File: src/rtl/td4_state_dump_if.sv
// Host-side byte link of the TD4 readback transmitter.
// The dumper is the slave; the off-chip host (or bench) is the master.
interface td4_state_dump_if;
  logic       start;
  logic       mode;
  logic       ack;
  logic [7:0] dout;
  logic       dout_valid;
  logic       busy;
  logic       mem_lock;
  logic       done;

  modport slave (
    input  start,
    input  mode,
    input  ack,
    output dout,
    output dout_valid,
    output busy,
    output mem_lock,
    output done
  );

  modport master (
    output start,
    output mode,
    output ack,
    input  dout,
    input  dout_valid,
    input  busy,
    input  mem_lock,
    input  done
  );
endinterface

File: src/rtl/td4_state_dump.sv
// TD4 readback transmitter: streams program memory or a CPU state
// snapshot out one byte at a time over a four-phase valid/ack link.
module td4_state_dump #(
  parameter int         SYNC_STAGES = 2,
  parameter logic [7:0] HDR_MEM     = 8'hA5,
  parameter logic [7:0] HDR_SNAP    = 8'h5A
) (
  input  logic       clk,
  input  logic       rst,
  td4_state_dump_if.slave host,
  input  logic [3:0] mem_opcode,
  input  logic [3:0] mem_immediate,
  input  logic [3:0] pc,
  input  logic [3:0] reg_a,
  input  logic [3:0] reg_b,
  input  logic [3:0] reg_out,
  input  logic       carry,
  output logic [3:0] mem_addr
);

  typedef enum logic [2:0] {
    IDLE,
    LOAD,
    PRESENT,
    RELEASE,
    FINISH
  } state_t;

  localparam logic [4:0] LAST_MEM  = 5'd17;
  localparam logic [4:0] LAST_SNAP = 5'd4;

  state_t state;

  logic [SYNC_STAGES-1:0] sync;
  logic ack_s;

  logic       mode_q;
  logic [3:0] s_pc;
  logic [3:0] s_a;
  logic [3:0] s_b;
  logic [3:0] s_out;
  logic       s_c;

  logic [4:0] idx;
  logic [7:0] csum;
  logic [7:0] dout;
  logic       dout_valid;
  logic       busy;
  logic       done;

  logic       is_hdr;
  logic       is_last;
  logic       is_mdata;
  logic       is_sdata;
  logic [7:0] snap_byte;
  logic [7:0] byte_nxt;

  assign ack_s = sync[SYNC_STAGES-1];

  assign is_hdr   = (idx == 5'd0);
  assign is_last  = mode_q ? (idx == LAST_SNAP)
                           : (idx == LAST_MEM);
  assign is_mdata = !mode_q && !is_hdr && !is_last;
  assign is_sdata = mode_q && !is_hdr && !is_last;

  always_comb begin
    snap_byte = {7'b0, s_c};
    if (idx == 5'd1)
      snap_byte = {s_pc, s_out};
    else if (idx == 5'd2)
      snap_byte = {s_a, s_b};
  end

  always_comb begin
    byte_nxt = csum;
    unique case (1'b1)
      is_hdr:   byte_nxt = mode_q ? HDR_SNAP : HDR_MEM;
      is_last:  byte_nxt = csum;
      is_mdata: byte_nxt = {mem_opcode, mem_immediate};
      is_sdata: byte_nxt = snap_byte;
    endcase
  end

  always_ff @(posedge clk) begin
    if (rst) begin
      state      <= IDLE;
      sync       <= '0;
      mode_q     <= 1'b0;
      s_pc       <= 4'd0;
      s_a        <= 4'd0;
      s_b        <= 4'd0;
      s_out      <= 4'd0;
      s_c        <= 1'b0;
      idx        <= 5'd0;
      csum       <= 8'd0;
      dout       <= 8'd0;
      dout_valid <= 1'b0;
      busy       <= 1'b0;
      done       <= 1'b0;
      mem_addr   <= 4'd0;
    end else begin
      sync <= {sync[SYNC_STAGES-2:0], host.ack};
      done <= 1'b0;
      case (state)
        IDLE: begin
          if (host.start) begin
            mode_q <= host.mode;
            if (host.mode) begin
              s_pc  <= pc;
              s_a   <= reg_a;
              s_b   <= reg_b;
              s_out <= reg_out;
              s_c   <= carry;
            end
            idx   <= 5'd0;
            csum  <= 8'd0;
            busy  <= 1'b1;
            state <= LOAD;
          end
        end
        LOAD: begin
          dout       <= byte_nxt;
          dout_valid <= 1'b1;
          if (!is_hdr && !is_last)
            csum <= csum + byte_nxt;
          state <= PRESENT;
        end
        PRESENT: begin
          if (ack_s) begin
            dout_valid <= 1'b0;
            state      <= RELEASE;
          end
        end
        RELEASE: begin
          if (!ack_s) begin
            if (is_last) begin
              done  <= 1'b1;
              state <= FINISH;
            end else begin
              idx <= idx + 5'd1;
              // next data byte N reads address N-1 == current idx
              if (!mode_q && idx < 5'd16)
                mem_addr <= idx[3:0];
              state <= LOAD;
            end
          end
        end
        FINISH: begin
          busy     <= 1'b0;
          mem_addr <= 4'd0;
          state    <= IDLE;
        end
        default: state <= IDLE;
      endcase
    end
  end

  assign host.dout       = dout;
  assign host.dout_valid = dout_valid;
  assign host.busy       = busy;
  assign host.mem_lock   = busy;
  assign host.done       = done;

endmodule

File: src/flat_wrapper.sv
// flat-port wrapper written by rule: the top's interface ports become plain ports
module td4_state_dump_flat 
#(
  parameter int         SYNC_STAGES = 2,
  parameter logic [7:0] HDR_MEM     = 8'hA5,
  parameter logic [7:0] HDR_SNAP    = 8'h5A
)
  (clk, rst, mem_opcode, mem_immediate, pc, reg_a, reg_b, reg_out, carry, mem_addr, host_start, host_mode, host_ack, host_dout, host_dout_valid, host_busy, host_mem_lock, host_done);
  td4_state_dump_if host_i ();
  input  logic clk;
  input  logic rst;
  input  logic [3:0] mem_opcode;
  input  logic [3:0] mem_immediate;
  input  logic [3:0] pc;
  input  logic [3:0] reg_a;
  input  logic [3:0] reg_b;
  input  logic [3:0] reg_out;
  input  logic carry;
  output logic [3:0] mem_addr;
  input wire logic [$bits(host_i.start)-1:0] host_start;
  input wire logic [$bits(host_i.mode)-1:0] host_mode;
  input wire logic [$bits(host_i.ack)-1:0] host_ack;
  output wire logic [$bits(host_i.dout)-1:0] host_dout;
  output wire logic [$bits(host_i.dout_valid)-1:0] host_dout_valid;
  output wire logic [$bits(host_i.busy)-1:0] host_busy;
  output wire logic [$bits(host_i.mem_lock)-1:0] host_mem_lock;
  output wire logic [$bits(host_i.done)-1:0] host_done;
  assign host_i.start = host_start;
  assign host_i.mode = host_mode;
  assign host_i.ack = host_ack;
  assign host_dout = host_i.dout;
  assign host_dout_valid = host_i.dout_valid;
  assign host_busy = host_i.busy;
  assign host_mem_lock = host_i.mem_lock;
  assign host_done = host_i.done;
  td4_state_dump #(.SYNC_STAGES(SYNC_STAGES), .HDR_MEM(HDR_MEM), .HDR_SNAP(HDR_SNAP)) u_core (.clk(clk), .rst(rst), .host(host_i), .mem_opcode(mem_opcode), .mem_immediate(mem_immediate), .pc(pc), .reg_a(reg_a), .reg_b(reg_b), .reg_out(reg_out), .carry(carry), .mem_addr(mem_addr));
endmodule
File: config.mk
export PLATFORM = sky130hd
export DESIGN_NAME = td4_state_dump_flat
export DESIGN_NICKNAME = d
export VERILOG_FILES = /design/src/rtl/td4_state_dump_if.sv /design/src/rtl/td4_state_dump.sv /design/src/flat_wrapper.sv
export SDC_FILE = /design/constraint.sdc
export NUM_CORES = 1
export LEC_CHECK = 0
export BUFFER_PORTS_ARGS = -buffer_cell sky130_fd_sc_hd__buf_2
export CORE_ASPECT_RATIO = 1.2
export CORE_UTILIZATION = 56
export CTS_CLUSTER_DIAMETER = 150
export DETAILED_ROUTE_END_ITERATION = 8
export PLACE_DENSITY = 0.88
export SLEW_MARGIN = 20
export SYNTH_ARGS = -nofsm -noshare
export SYNTH_HDL_FRONTEND = slang
export SYNTH_SLANG_ARGS = --single-unit
export TNS_END_PERCENT = 1
File: constraint.sdc
create_clock -name clk -period 4.75 [get_ports clk]
set_input_delay 0.475 -clock clk [delete_from_list [all_inputs] [get_ports clk]]
set_output_delay 0.475 -clock clk [all_outputs]
set_load 0.02 [all_outputs]
==> results.sh <==
export IMPL_outcome="finished clean"
export IMPL_path_max_fanout=10
export IMPL_yosysUniqueCellTypes=57
export IMPL_cellPowerDensity_nw_per_um2=290
export IMPL_synth_seq_cells=51
export IMPL_synth_edf_count=0
export IMPL_power_frac_comb_pct=13.1
export IMPL_syn_avg_cell_area_um2=8.17
export IMPL_layout_cells_non_filler=426
export IMPL_drt_iter0_markers=220
export IMPL_finish_utilization_pct=66.0
export IMPL_syn_num_nets=378
export IMPL_path_buf_inv=2
export IMPL_clk_pin_slew_ps=90
export IMPL_maxCapViolCount=0
export IMPL_peakVddDrop_uv=216
export IMPL_slowest_stage="dfxtp_1"
export IMPL_whs_path_depth=2
export IMPL_htreeDepth=2
export IMPL_wl_mm=6.25
export IMPL_dp_hpwl_mm=4.47
export IMPL_antenna_found_initial=0
export IMPL_yosysSeqAreaShare_pct=37.3
export IMPL_drcViolationCount=0
export IMPL_tns_ps=0
export IMPL_first_global_vias=2275
export IMPL_finalCritPeriodShare_pct=84.5
export IMPL_synthCells=335
export IMPL_grt_pass1_wl_mm=10.2
export IMPL_die_x_um=65.8
export IMPL_grt_max_degree=57
export IMPL_rrSetupSlack_ps=740
export IMPL_path_depth=14
export IMPL_hold_start="host_ack"
export IMPL_port_buffers=45
export IMPL_hold_viol=0
export IMPL_grt_setup_unrepaired="false"
export IMPL_reg2reg_from="u_core.mode_q"
export IMPL_initial_utilization_pct=59.2
export IMPL_crit_family="compound AO/OA/AOI/OAI gates"
export IMPL_cp_data_required_time_ps=5010
export IMPL_ioPinCount=46
export IMPL_worstSkewPairLatency_ps=310
export IMPL_post_cts_resized=0
export IMPL_drive_above_1_share_pct=19.0
export IMPL_grt_overflow=0
export IMPL_grt_usage_pct=26.1
export IMPL_core_area_um2=4630
export IMPL_syn_to_final_growth_pct=11.7
export IMPL_clkPwrFrac_pct=35.3
export IMPL_crit_top_cell="a21oi_1"
export IMPL_sw_frac_of_total_pct=25.7
export IMPL_antenna_left=0
export IMPL_power_w=0.000888
export IMPL_cts_sinks=51
export IMPL_fp_dieH_um=78.6
export IMPL_relSlewSlack_pct=28.3
export IMPL_clk_path_buf_depth=2
export IMPL_synthArstFlopShare_pct=0
export IMPL_arrival_ps=4270
export IMPL_path_cells="inv_1, ha_1, or3b_2, o21ba_2, nor3_1, a21oi_1, inv_1, ha_1, a21oi_1, nand4b_1, a21oi_1, or3b_1, a2111o_1, nand3_1"
export IMPL_hold_class="in -> reg"
export IMPL_dpl_cell_count=418
export IMPL_dieArea_um2=5170
export IMPL_nets=410
export IMPL_hold_ws_ps=386
export IMPL_crit_type="reg -> reg"
export IMPL_post_cts_repair_setup_buffers=0
export IMPL_finalCriticalPeriod_ps=4010
export IMPL_synth_warnings=0
export IMPL_tritoncts="done"
export IMPL_slew_viol_final=0
export IMPL_critPathLaunch="u_core.mode_q"
export IMPL_tightestPinTransition_ps=1070
export IMPL_cts_buffers=5
export IMPL_cellLeakagePower_nw=1.32
export IMPL_num_rows=27
export IMPL_p_seq_share_pct=51.6
export IMPL_hold_buffers=0
export IMPL_switchingPower_w=0.000228
export IMPL_worst_setup_path_start_kind="register"
export IMPL_synth_main_ff_cell="dfxtp_1"
export IMPL_first_pass_iters=5
export IMPL_ff2ff_path_depth=14
export IMPL_max_freq_mhz=249
export IMPL_avgViaCountPerCell=5.87
export IMPL_gp_congestion=0.947
export IMPL_p_int_w=0.000660
export IMPL_cts_root_buf="clkbuf_8"
export IMPL_avgRoutedWirePerCell_um=14.7
export IMPL_synth_area_um2=2740
export IMPL_antennaDiodeCount=0
export IMPL_cpPeakStageDelay_ps=550
export IMPL_skew_ps=7.48
export IMPL_vias=2500
export IMPL_setup_viol=0
export IMPL_worst_setup_path_end_kind="register"
## flip-flops by register name, indices dropped and copies added, names as in the netlist, 4 cells and up
register / flops
u_core.mem_addr: 4
u_core.s_a: 4
u_core.s_pc: 4
u_core.host.dout: 8
u_core.s_b: 4
u_core.s_out: 4
u_core.csum: 8
u_core.idx: 5
## final timing paths
check | end
hold / removal | u_core.sync[0]
setup / recovery | u_core.csum[7]
hold reg to reg | u_core.sync[1]
setup reg to reg | u_core.csum[7]
## cell families (layout without fill, tap and decap cells)
| kind of cell | Yosys count | count (layout) | share of synthesized area [%] |
|---|---|---|---|
| and+or+nand+nor | 147 | 147 | 28.0 |
| AOI/OAI and AO/OA | 84 | 84 | 20.6 |
| DFF | 51 | 51 | 37.3 |
| buffers and inverters | 32 | 65 | 5.30 |
| adders and majority gates | 13 | 13 | 6.22 |
| xor gates and xnor gates | 6 | 6 | 1.92 |
| muxes | 2 | 2 | 0.731 |
## per-layer routing
layer	vias to the layer above	GRT usage [%]	part of all wire [%]
met2	92	45.7	50
li1	1235	-	-
met5	-	0	0
met3	16	4.65	5.6
met1	1157	30.0	41
met4	0	12.0	2.9
## layout make-up
cell class / instances / area, µm²
sequential: 51 / 1020
timing repair buffer: 46 / 233
inverter: 11 / 41.3
clock buffer: 6 / 82.6
clock inverter: 2 / 35.0
fill: 398 / 1570
tap: 58 / 72.6
multi-input combinational: 252 / 1570
## power by group through the flow
stage	Sequential [W]	Clock, W	Combinational [W]
after floorplan	0.000470	0	0.0000759
after global placement	0.000467	0	0.000113
after detailed placement	0.000468	0	0.000114
final	0.000458	0.000314	0.000116
after global routing	0.000460	0.000337	0.000129
after CTS	0.000458	0.000317	0.000115
## cells in the mapped netlist (2+ instances only)
cell,instances,share of area [%]
nand2_1,55,7.5
dfxtp_1,51,37
a21oi_1,39,7.1
nor2_1,33,4.5
clkbuf_1,14,1.9
ha_1,12,5.5
inv_1,11,1.5
nand3_1,8,1.5
nor3b_1,8,2.2
a21o_1,7,1.9
nor3_1,6,1.1
nor2b_1,5,1.1
o21ai_0,5,0.91
nand3b_1,4,1.1
o21a_1,4,1.1
or3b_2,4,1.3
xnor2_1,4,1.3
a221oi_1,3,0.96
and2_1,3,0.69
nor4_1,3,0.69
a211oi_1,2,0.55
a21boi_0,2,0.55
a22oi_1,2,0.55
buf_2,2,0.37
buf_4,2,0.55
buf_6,2,0.82
mux2i_1,2,0.73
nand2b_1,2,0.46
nand4_1,2,0.46
nand4b_1,2,0.64
nor3_2,2,0.73
nor4b_4,2,1.7
o211ai_1,2,0.55
o21bai_1,2,0.55
o2bb2ai_1,2,0.64
o31ai_2,2,0.91
or3_1,2,0.46
or4_1,2,0.55
xor2_1,2,0.64
## through the flow
step / area, µm² / setup slack, ps
floorplan: 2740 / 1210
global placement: 2940 / 895
detailed placement: 2940 / 842
CTS: 3060 / 806
global route: 3060 / 491
finish: 3060 / 737
## placed cells by master (no fill, tap or decap), types with 3 or more instances in the layout
cell type	instances
nand2_1	55
dfxtp_1	51
buf_2	45
a21oi_1	39
nor2_1	33
ha_1	12
inv_1	11
nor3b_1	8
nand3_1	8
a21o_1	7
nor3_1	6
clkbuf_8	6
o21ai_0	5
nor2b_1	5
or3b_2	4
o21a_1	4
xnor2_1	4
nand3b_1	4
and2_1	3
a221oi_1	3
nor4_1	3
No activity file was read; power rests on OpenSTA's default activity.
